File: config.mk
export PLATFORM = sky130hd
export DESIGN_NAME = et_peak_finder_flat
export DESIGN_NICKNAME = d
export VERILOG_FILES = /design/src/rtl/et_peak_finder_if.sv /design/src/rtl/et_peak_finder.sv /design/src/flat_wrapper.sv
export SDC_FILE = /design/constraint.sdc
export NUM_CORES = 1
export LEC_CHECK = 0
export ABC_AREA = 1
export ABC_CLOCK_PERIOD_IN_PS = 3900
export CORE_AREA = 2 2 100 102
export DETAILED_ROUTE_END_ITERATION = 10
export DIE_AREA = 0 0 102 104
export PLACE_DENSITY_LB_ADDON = 0.2
export SKIP_CTS_REPAIR_TIMING = 1
export SLEW_MARGIN = 20
export SYNTH_ARGS = -nofsm -noshare
export SYNTH_HDL_FRONTEND = slang
export SYNTH_SLANG_ARGS = --single-unit
File: constraint.sdc
create_clock -name clk -period 3.9 [get_ports clk]
set_clock_uncertainty 0.2 [all_clocks]
set_input_delay 0.78 -clock clk [delete_from_list [all_inputs] [get_ports clk]]
set_output_delay 0.78 -clock clk [all_outputs]
set_load 0.05 [all_outputs]
File: src/rtl/et_peak_finder_if.sv
// rtl/et_peak_finder_if.sv - ET/veto sample stream bundle for et_peak_finder
interface et_peak_finder_if;
    logic [15:0] et_sum;
    logic [15:0] veto_in;
    logic [16:0] et_out;
    logic [15:0] veto_out;

    modport master (
        output et_sum,
        output veto_in,
        input  et_out,
        input  veto_out
    );

    modport slave (
        input  et_sum,
        input  veto_in,
        output et_out,
        output veto_out
    );
endinterface

File: src/rtl/et_peak_finder.sv
// rtl/et_peak_finder.sv - 3-tap ET local-maximum finder with hold-off
// Optional PEAK_CNT_EN adds cnt_clr/peak_cnt saturating peak counter.
module et_peak_finder #(
    parameter int HOLDOFF = 8,
    parameter int CNT_W   = 16
) (
    input  logic               clk,
    input  logic               reset,
    input  logic               en,
    input  logic [15:0]        et_min,
`ifdef PEAK_CNT_EN
    input  logic               cnt_clr,
    output logic [CNT_W-1:0]   peak_cnt,
`endif
    output logic               busy,
    et_peak_finder_if.slave    bus
);
    typedef enum logic [1:0] {IDLE, ARMED, HOLD} state_t;

    localparam logic [CNT_W-1:0] HOLD_LOAD = (HOLDOFF > 0) ? CNT_W'(HOLDOFF - 1) : '0;

    logic [15:0]      d0, d1, d2;
    logic [15:0]      v0, v1;
    state_t           state, state_nxt;
    logic [CNT_W-1:0] cnt, cnt_nxt;
    logic             above;
    logic             pk;

    // d1 is the candidate; d2 is older, d0 newer, so >= on d0 keeps only a plateau's first sample
    assign above = d1 > et_min;
    assign pk    = en && above && (d1 > d2) && (d1 >= d0) && (state != HOLD);

    always_ff @(posedge clk or negedge reset) begin
        if (!reset) begin
            d0           <= '0;
            d1           <= '0;
            d2           <= '0;
            v0           <= '0;
            v1           <= '0;
            bus.et_out   <= '0;
            bus.veto_out <= '0;
        end else begin
            d0           <= bus.et_sum;
            d1           <= d0;
            d2           <= d1;
            v0           <= bus.veto_in;
            v1           <= v0;
            bus.et_out   <= {pk, d1};
            bus.veto_out <= v1;
        end
    end

    always_ff @(posedge clk or negedge reset) begin
        if (!reset) begin
            state <= IDLE;
            cnt   <= '0;
            busy  <= 1'b0;
        end else begin
            state <= state_nxt;
            cnt   <= cnt_nxt;
            busy  <= (state_nxt == HOLD);
        end
    end

    always_comb begin
        state_nxt = state;
        cnt_nxt   = cnt;
        if (!en) begin
            state_nxt = IDLE;
            cnt_nxt   = '0;
        end else begin
            case (state)
                HOLD: begin
                    if (cnt == '0) begin
                        state_nxt = above ? ARMED : IDLE;
                    end else begin
                        cnt_nxt = cnt - 1'b1;
                    end
                end
                default: begin
                    if (pk && (HOLDOFF > 0)) begin
                        state_nxt = HOLD;
                        cnt_nxt   = HOLD_LOAD;
                    end else begin
                        state_nxt = above ? ARMED : IDLE;
                    end
                end
            endcase
        end
    end

`ifdef PEAK_CNT_EN
    always_ff @(posedge clk or negedge reset) begin
        if (!reset) begin
            peak_cnt <= '0;
        end else if (cnt_clr) begin
            peak_cnt <= '0;
        end else if (pk && (peak_cnt != '1)) begin
            peak_cnt <= peak_cnt + 1'b1;
        end
    end
`endif
endmodule

File: src/flat_wrapper.sv
// flat-port wrapper written by rule: the top's interface ports become plain ports
module et_peak_finder_flat 
#(
    parameter int HOLDOFF = 8,
    parameter int CNT_W   = 16
)
  (clk, reset, en, et_min, busy, bus_et_sum, bus_veto_in, bus_et_out, bus_veto_out);
  et_peak_finder_if bus_i ();
  input  logic clk;
  input  logic reset;
  input  logic en;
  input  logic [15:0] et_min;
  output logic busy;
  input wire logic [$bits(bus_i.et_sum)-1:0] bus_et_sum;
  input wire logic [$bits(bus_i.veto_in)-1:0] bus_veto_in;
  output wire logic [$bits(bus_i.et_out)-1:0] bus_et_out;
  output wire logic [$bits(bus_i.veto_out)-1:0] bus_veto_out;
  assign bus_i.et_sum = bus_et_sum;
  assign bus_i.veto_in = bus_veto_in;
  assign bus_et_out = bus_i.et_out;
  assign bus_veto_out = bus_i.veto_out;
  et_peak_finder #(.HOLDOFF(HOLDOFF), .CNT_W(CNT_W)) u_core (.clk(clk), .reset(reset), .en(en), .et_min(et_min), .busy(busy), .bus(bus_i));
endmodule
**Word-level counts from Yosys, hierarchy flattened**

Cells that the tools add are included.

- Register bits: 132
- Input port bits: 51
- Output and inout bits: 34
- Logic and storage cells: 34

- Add/sub/neg operators: 1
- $lt $le $gt $ge: 3
- Eq/ne operators: 5
- Multiplexer cells: 9
- Reduce and logical (&&, ||, !) cells: 6

Operator list:

| kind | number |
|---|---|
| $mux 16 | 4 |
| $gt 16x16->1 | 2 |
| $ge 16x16->1 | 1 |
| $logic_not 16->1 | 1 |
| $sub 16x1->16 const B | 1 |
| $mux 2 | 4 |
| $eq 2x2->1 const B | 2 |
| $logic_and 1x1->1 | 4 |
| $ne 3x1->1 const B | 1 |
| $ne 3x3->1 const B | 1 |
| $ne 2x2->1 const B | 1 |
| $reduce_and 2->1 | 1 |
| $mux 1 | 1 |

**Depth between registers and ports, before layout**

Gate-level depths: netlist of run 1.

- Word-level depth: 9
- Mapped depth: 16
- Depth with buffers taken out: 15

**Worst setup path before layout of run 1**

Ideal clock, no wire load.

- Kind: input -> register
- Start point: input et_min[15]
- End point: register u_core.cnt[0]
- Setup time: 66 ps
- Arrival: 2170 ps
- Data required time: 3634 ps
- Slack: 1464 ps
- Stages: 15
- Path buffers: 1
- Cell sequence: inv_1 ha_1 nand2_1 nor2_1 nand2_1 nor2_1 nand2_1 nand3_1 nand2_1 inv_1 nand3_1 buf_4 nand2_2 nand3_1 nand2_1

- Word-level cells in the longest chain between the ends: 7

RTL lines:

| element | line | RTL |
|---|---|---|
| start: declaration | flat_wrapper.sv:12 | `input logic [15:0] et_min;` |
| $gt 16x16->1 | et_peak_finder.sv:30 | `assign above = d1 > et_min;` |
| $logic_and 1x1->1 (4 in a row) | et_peak_finder.sv:31 | `assign pk = en && above && (d1 > d2) && (d1 >= d0) && (state != HOLD);` |
| $ne 3x1->1 (no line) | -- |  |
| $reduce_and 2->1 (no line) | -- |  |
| end signal: assignment | et_peak_finder.sv:60 | `cnt <= cnt_nxt;` |
| end: declaration | et_peak_finder.sv:25 | `logic [CNT_W-1:0] cnt, cnt_nxt;` |

No other way between the ends.
A chain may end at the register's enable or synchronous reset.

**Final worst setup path of run 1**

- Start point: register u_core.bus.et_out[0]
- End point: output bus_et_out[0]

RTL lines:

| element | line | RTL |
|---|---|---|
| start: declaration | et_peak_finder_if.sv:18 | `output et_out,` |
| start signal: assignment | et_peak_finder.sv:48 | `bus.et_out <= {pk, d1};` |
| end: declaration | flat_wrapper.sv:16 | `output wire logic [$bits(bus_i.et_out)-1:0] bus_et_out;` |

No word-level cell between the ends.

==> results of run 1 <==
## power breakdown
group | internal [uW] | switching (uW)
sequential | 1260 | 31.0
combinational | 146 | 215
clock | 898 | 535
## logic make-up (layout without fill, tap and decap cells)
kind of cell	count (synthesis)	in the layout	share of synthesized area (%)
compound gates	42	42	4.49
buf+inv	91	202	7.78
simple gates	189	189	17.0
fa+ha+maj	49	49	12.3
xor+xnor	1	1	0.176
flops	116	116	58.2
## cells in the mapped netlist
cell type    n
buf_4        1
clkbuf_4     1
buf_1        1
buf_6        3
nand2_2      5
nor3_4       1
nor4_1       2
a21oi_1     28
o21bai_1     2
xnor2_1      1
nand3_1     23
nor2_1      30
nand3_2      1
o21ai_0      8
or2_2        1
nand4_1     18
dfrtp_1    116
buf_12       1
o21a_1       1
inv_2        3
a21o_1       2
nor3_1      11
clkbuf_1     1
nor3b_1      1
nand2_1     93
a31oi_1      1
clkinv_1     1
inv_1       79
ha_1        49
nor2_2       2
and3_2       1
## state kept, by name (all words and copies together) (netlist names), 2 cells and up
register and cells:
u_core.bus.et_out 17, u_core.bus.veto_out 16, u_core.cnt 16, u_core.d0 16
u_core.d1 16, u_core.state 2, u_core.v0 16, u_core.v1 16
## through the flow
step                setup slack, ns  utilization, %  area, sq um  power, uW  std cells
finish                         1.19            68.1         6500       3080        732
global route                  0.964            68.1         6500       3220        732
CTS                            1.15            68.1         6500       3130        732
detailed placement            0.696            62.3         5950       1670        702
global placement              0.742            62.3         5950       1660        702
floorplan                      1.46               -         4980       1520        488
## final timing paths
path                            depth (start not counted)  slack (ns)            startpoint                endpoint
worst max register to register                         11        1.22         u_core.cnt[0]          u_core.cnt[15]
worst min register to register                          0        0.15          u_core.v1[5]  u_core.bus.veto_out[5]
max in group asynchronous                               2        2.54                 reset           u_core.cnt[7]
worst max-delay path                                    1        1.19  u_core.bus.et_out[0]           bus_et_out[0]
min in group clk                                        0        0.15          u_core.v1[5]  u_core.bus.veto_out[5]
worst min-delay path                                    1        0.07                 reset            u_core.v0[3]
## cell type report
class / count / share of cell area [%]
clock inverters: 13 / 2.12
flip-flops and latches: 116 / 44.6
inverters: 83 / 4.79
multi-input cells: 281 / 26.1
repair buffers: 89 / 13.5
well taps: 133 / 2.56
clock buffers: 17 / 6.37
## layer usage
metal / vias to the layer above / GRT usage [%]
met5: - / 0
met4: 0 / 10.5
met3: 15 / 7.73
met2: 104 / 32.8
met1: 1686 / 24.2
li1: 1767 / -
## layout by cell type, fill, tap and decap left out, drive strengths merged
cell,n
dfrtp,116
a31oi,1
clkinvlp,3
nand3,24
inv,83
ha,49
buf,6
nor3,12
xnor2,1
o21a,1
or2,1
nor2,32
a21oi,28
a21o,2
nor3b,1
nor4,2
bufinv,2
clkbuf,17
o21bai,2
clkdlybuf4s50,83
and3,1
o21ai,8
nand2,98
clkinv,8
nand4,18
==> results_dict.tcl, run 1 <==
set metrics [dict create \
    cts_buffer_depth 2 \
    wl_met2_um 4850 \
    critPathCaptureType "output port" \
    synth_nets 588 \
    start_kind "flip-flop" \
    synth_top_area_share_pct 58.2 \
    clk_latency_ns 0.52 \
    h-tree-depth 4 \
    portBuffers 84 \
    coreArea_sq_um 9550 \
    syn_inst 488 \
    path_buf_inv 1 \
    met1_length_um 4070 \
    floorplan.die_area_sq_um 10600 \
    critPathSlowestCell "clkdlybuf4s50_1" \
    gp_congestion 0.841 \
    ys_ff_latch 116 \
    nNetsFinal 688 \
    critical-path-top-delay-family "buffers and inverters" \
    post-dp-hpwl_um 6880 \
    grt_pass1_wl_um 16500 \
    relSlewSlack_pct 58.4 \
    first_pass_iters 5 \
    fin_setup_tns_ns 0 \
    grt_overflow 0 \
    multi_input_area_sq_um 1690 \
    yosysTopAreaCell "dfrtp_1" \
    ys_top_cells_by_area "dfrtp_1, ha_1, nand2_1, inv_1, a21oi_1" \
    avgSynthCellArea_sq_um 10.2 \
    hold_violations 0 \
    grt_max_degree 51 \
    num-fill-cells 733 \
    hold_ws_ns 0.0744 \
    antenna_found_initial 0 \
    hold_class "in2async" \
    ys_types 31 \
    min_period_ns 2.71 \
    vias 3572 \
    wl_per_cell_um 13.4 \
    cts.clk_slew.worst_paths_ns 0.06 \
    seq_area_frac_synth_pct 58.2 \
    syn2layout_area_growth_pct 30.4 \
    fin_crit_sh_pct 69.5 \
    tightest_slew_ns 0.623 \
    highest_layer "met4" \
    grt_pass1_vias 3619 \
    die_h_um 104 \
    critPathMaxFanout 2 \
    io_pins 85 \
    critical_path_class "reg2out" \
    wirelength_um 9800 \
    fmax_mhz 369 \
    die_w_um 102 \
    powerDensity_nw_per_um2 474 \
    slowest_delay_ns 0.83 \
    cap_violations 0 \
    rows 36 \
    viasPerCell 4.88 \
    diodes 0 \
    ant_nets 0 \
    p_leak_uw 0.00333 \
    clock-sinks 116 \
    numCtsBuffers 17 \
    slew_violations 0 \
    start_util_pct 52.2 \
    crit_chain "clkdlybuf4s50_1" \
    crit_arrival_ns 1.73 \
    grtUsageTotal_pct 20.6 \
    drtIter0Drc 240 \
    drc_errors 0 \
    cts_tree "done" \
    cp.required_ns 2.92 \
    rsz0062_at_grt "no" \
    final-setup-viol-count 0 \
    synth_area_sq_um 4980 \
    drive_above_1_share_pct 8.35 \
    status "completed" \
    cts_root_buf "clkbuf_8" \
    ir_drop_v 0.000372 \
    seq_area_sq_um 2900 \
    dr_wl_met3_um 696 \
    ys_warn_count 0 \
]
Power figures use the tool's default switching activity.
==> inputs of run 2 (changes only) <==
- ABC_CLOCK_PERIOD_IN_PS: 3900 -> 2270
- CORE_AREA: 2 2 100 102 -> 2 2 105 107
- DIE_AREA: 0 0 102 104 -> 0 0 107 109
- clock period: 3.9 -> 2.27 ns (I/O delays scaled with it)
==> results_dict.tcl, run 2 (same netlist as run 1, synthesis figures left out) <==
set metrics [dict create \
    cap_violations 0 \
    hold_violations 0 \
    largest_reg_flops 17 \
    cp.required_ns 2.46 \
    wirelength_um 10500 \
    io_pins 85 \
    syn2layout_area_growth_pct 40.1 \
    layout_commonest_cell "dfrtp_1" \
    fin_crit_sh_pct 100 \
    cts_root_buf "clkbuf_8" \
    stdcell_count 753 \
    grtUsageMet1_pct 24.5 \
    fin_ws_ns -0.00227 \
    gp_congestion 0.848 \
    violations "setup timing" \
    rsz0062_at_grt "yes" \
    drtIter0Drc 136 \
    grt_use_met2_pct 31.9 \
    switchingPower_uw 1410 \
    antenna_found_initial 0 \
    design_area_sq_um 6980 \
    clk_latency_ns 0.51 \
    clock-sinks 116 \
    fmax_mhz 440 \
    status "finished, violations left" \
    nNetsFinal 700 \
    p_total_uw 5710 \
    hold_ws_ns 0.146 \
    vias 3665 \
    viasPerCell 4.87 \
    fin_setup_tns_ns -0.00227 \
    numCtsBuffers 17 \
    placed_area_sq_um 6040 \
    post-dp-hpwl_um 7130 \
    tightest_slew_ns 0.556 \
    ant_nets 0 \
    p_int_uw 4300 \
    swShare_pct 24.6 \
    ir_drop_v 0.000744 \
    cts.clk_slew.worst_paths_ns 0.06 \
    cts_buffer_depth 2 \
    grt_use_met3_pct 6.10 \
    slew_violations 0 \
    relSlewSlack_pct 62.9 \
    final-setup-viol-count 1 \
    min_period_ns 2.27 \
    grt_overflow 0 \
    floorplan.die_area_sq_um 11700 \
    die_h_um 109 \
    cts_tree "done" \
    grtUsageTotal_pct 19.6 \
    hold_class "reg2reg" \
    layout_common_cells "dfrtp_1, nand2_1, inv_1" \
    critical_path_class "reg2reg" \
    wl_per_cell_um 13.9 \
    seq_power_share_pct 38.8 \
    reg2reg_slack_ns -0.002 \
    combinationalPowerShare_pct 12.0 \
    crit_arrival_ns 2.47 \
    grt_max_degree 38 \
    critPathMaxFanout 6 \
    holdPathStages 0 \
    drive_above_1_share_pct 16.2 \
    critPathCaptureType "flip-flop" \
    rows 38 \
    h-tree-depth 4 \
    p_leak_uw 0.00378 \
    die_w_um 107 \
    coreArea_sq_um 10600 \
    portBuffers 84 \
    start_util_pct 47.0 \
    p_clk_share_pct 49.1 \
    grt_pass1_vias 3698 \
    dp_cells 717 \
    r2r_cells 10 \
    start_kind "flip-flop" \
    top_register "u_core.bus.et_out" \
    powerDensity_nw_per_um2 818 \
    grt_pass1_wl_um 17400 \
    first_pass_iters 4 \
    drc_errors 0 \
    grt-busiest-layer "met2" \
    diodes 0 \
]
[run 2: path summary, 6_finish.rpt]
path	startpoint	end
setup / recovery	u_core.d1[15]	u_core.cnt[0]
hold / removal	u_core.v0[10]	u_core.v1[10]
setup reg to reg	u_core.d1[15]	u_core.cnt[0]
hold reg to reg	u_core.v0[10]	u_core.v1[10]
max in group asynchronous	reset	u_core.bus.veto_out[14]
min in group asynchronous	reset	u_core.v0[3]
[run 2: stage by stage]
stage,util (%),worst slack (ns)
floorplan,-,0.0189
global placement,57.0,-0.397
detailed placement,57.0,-0.469
CTS,62.9,-0.111
global route,65.9,-0.0872
finish,65.9,-0.00227
[run 2: layout make-up]
type	instances	area (sq um)
Clock buffer	19	442
Clock inverter	13	193
Fill cell	811	3620
Inverter	83	312
Multi-Input combinational cell	281	1840
Sequential cell	116	2910
Tap cell	140	175
Timing Repair Buffer	101	1110
[run 2: power groups by stage]
stage                     Combinational, uW  Clock [uW]  Sequential, uW
after floorplan                         258           0            2350
after global placement                  625           0            2250
after detailed placement                640           0            2250
after CTS                               647        2860            2220
after global routing                    763        2970            2230
final                                   687        2810            2220
[run 2: metal layers]
| layer | vias to the layer above | share of wire, % |
|---|---|---|
| met5 | - | 0 |
| met2 | 97 | 49 |
| met1 | 1757 | 43 |
| met3 | 14 | 6.0 |
| met4 | 0 | 1.6 |
| li1 | 1797 | - |
[run 2: critical path, stage by stage (launching register included)]
cell and delay [ns]:
dfrtp_1 0.42, ha_1 0.33, nand2_2 0.09, nor4_2 0.32
buf_4 0.17, nand2_1 0.05, nand3_2 0.09, nand3_4 0.17
clkbuf_16 0.21, nand4_1 0.06, nand2_1 0.05
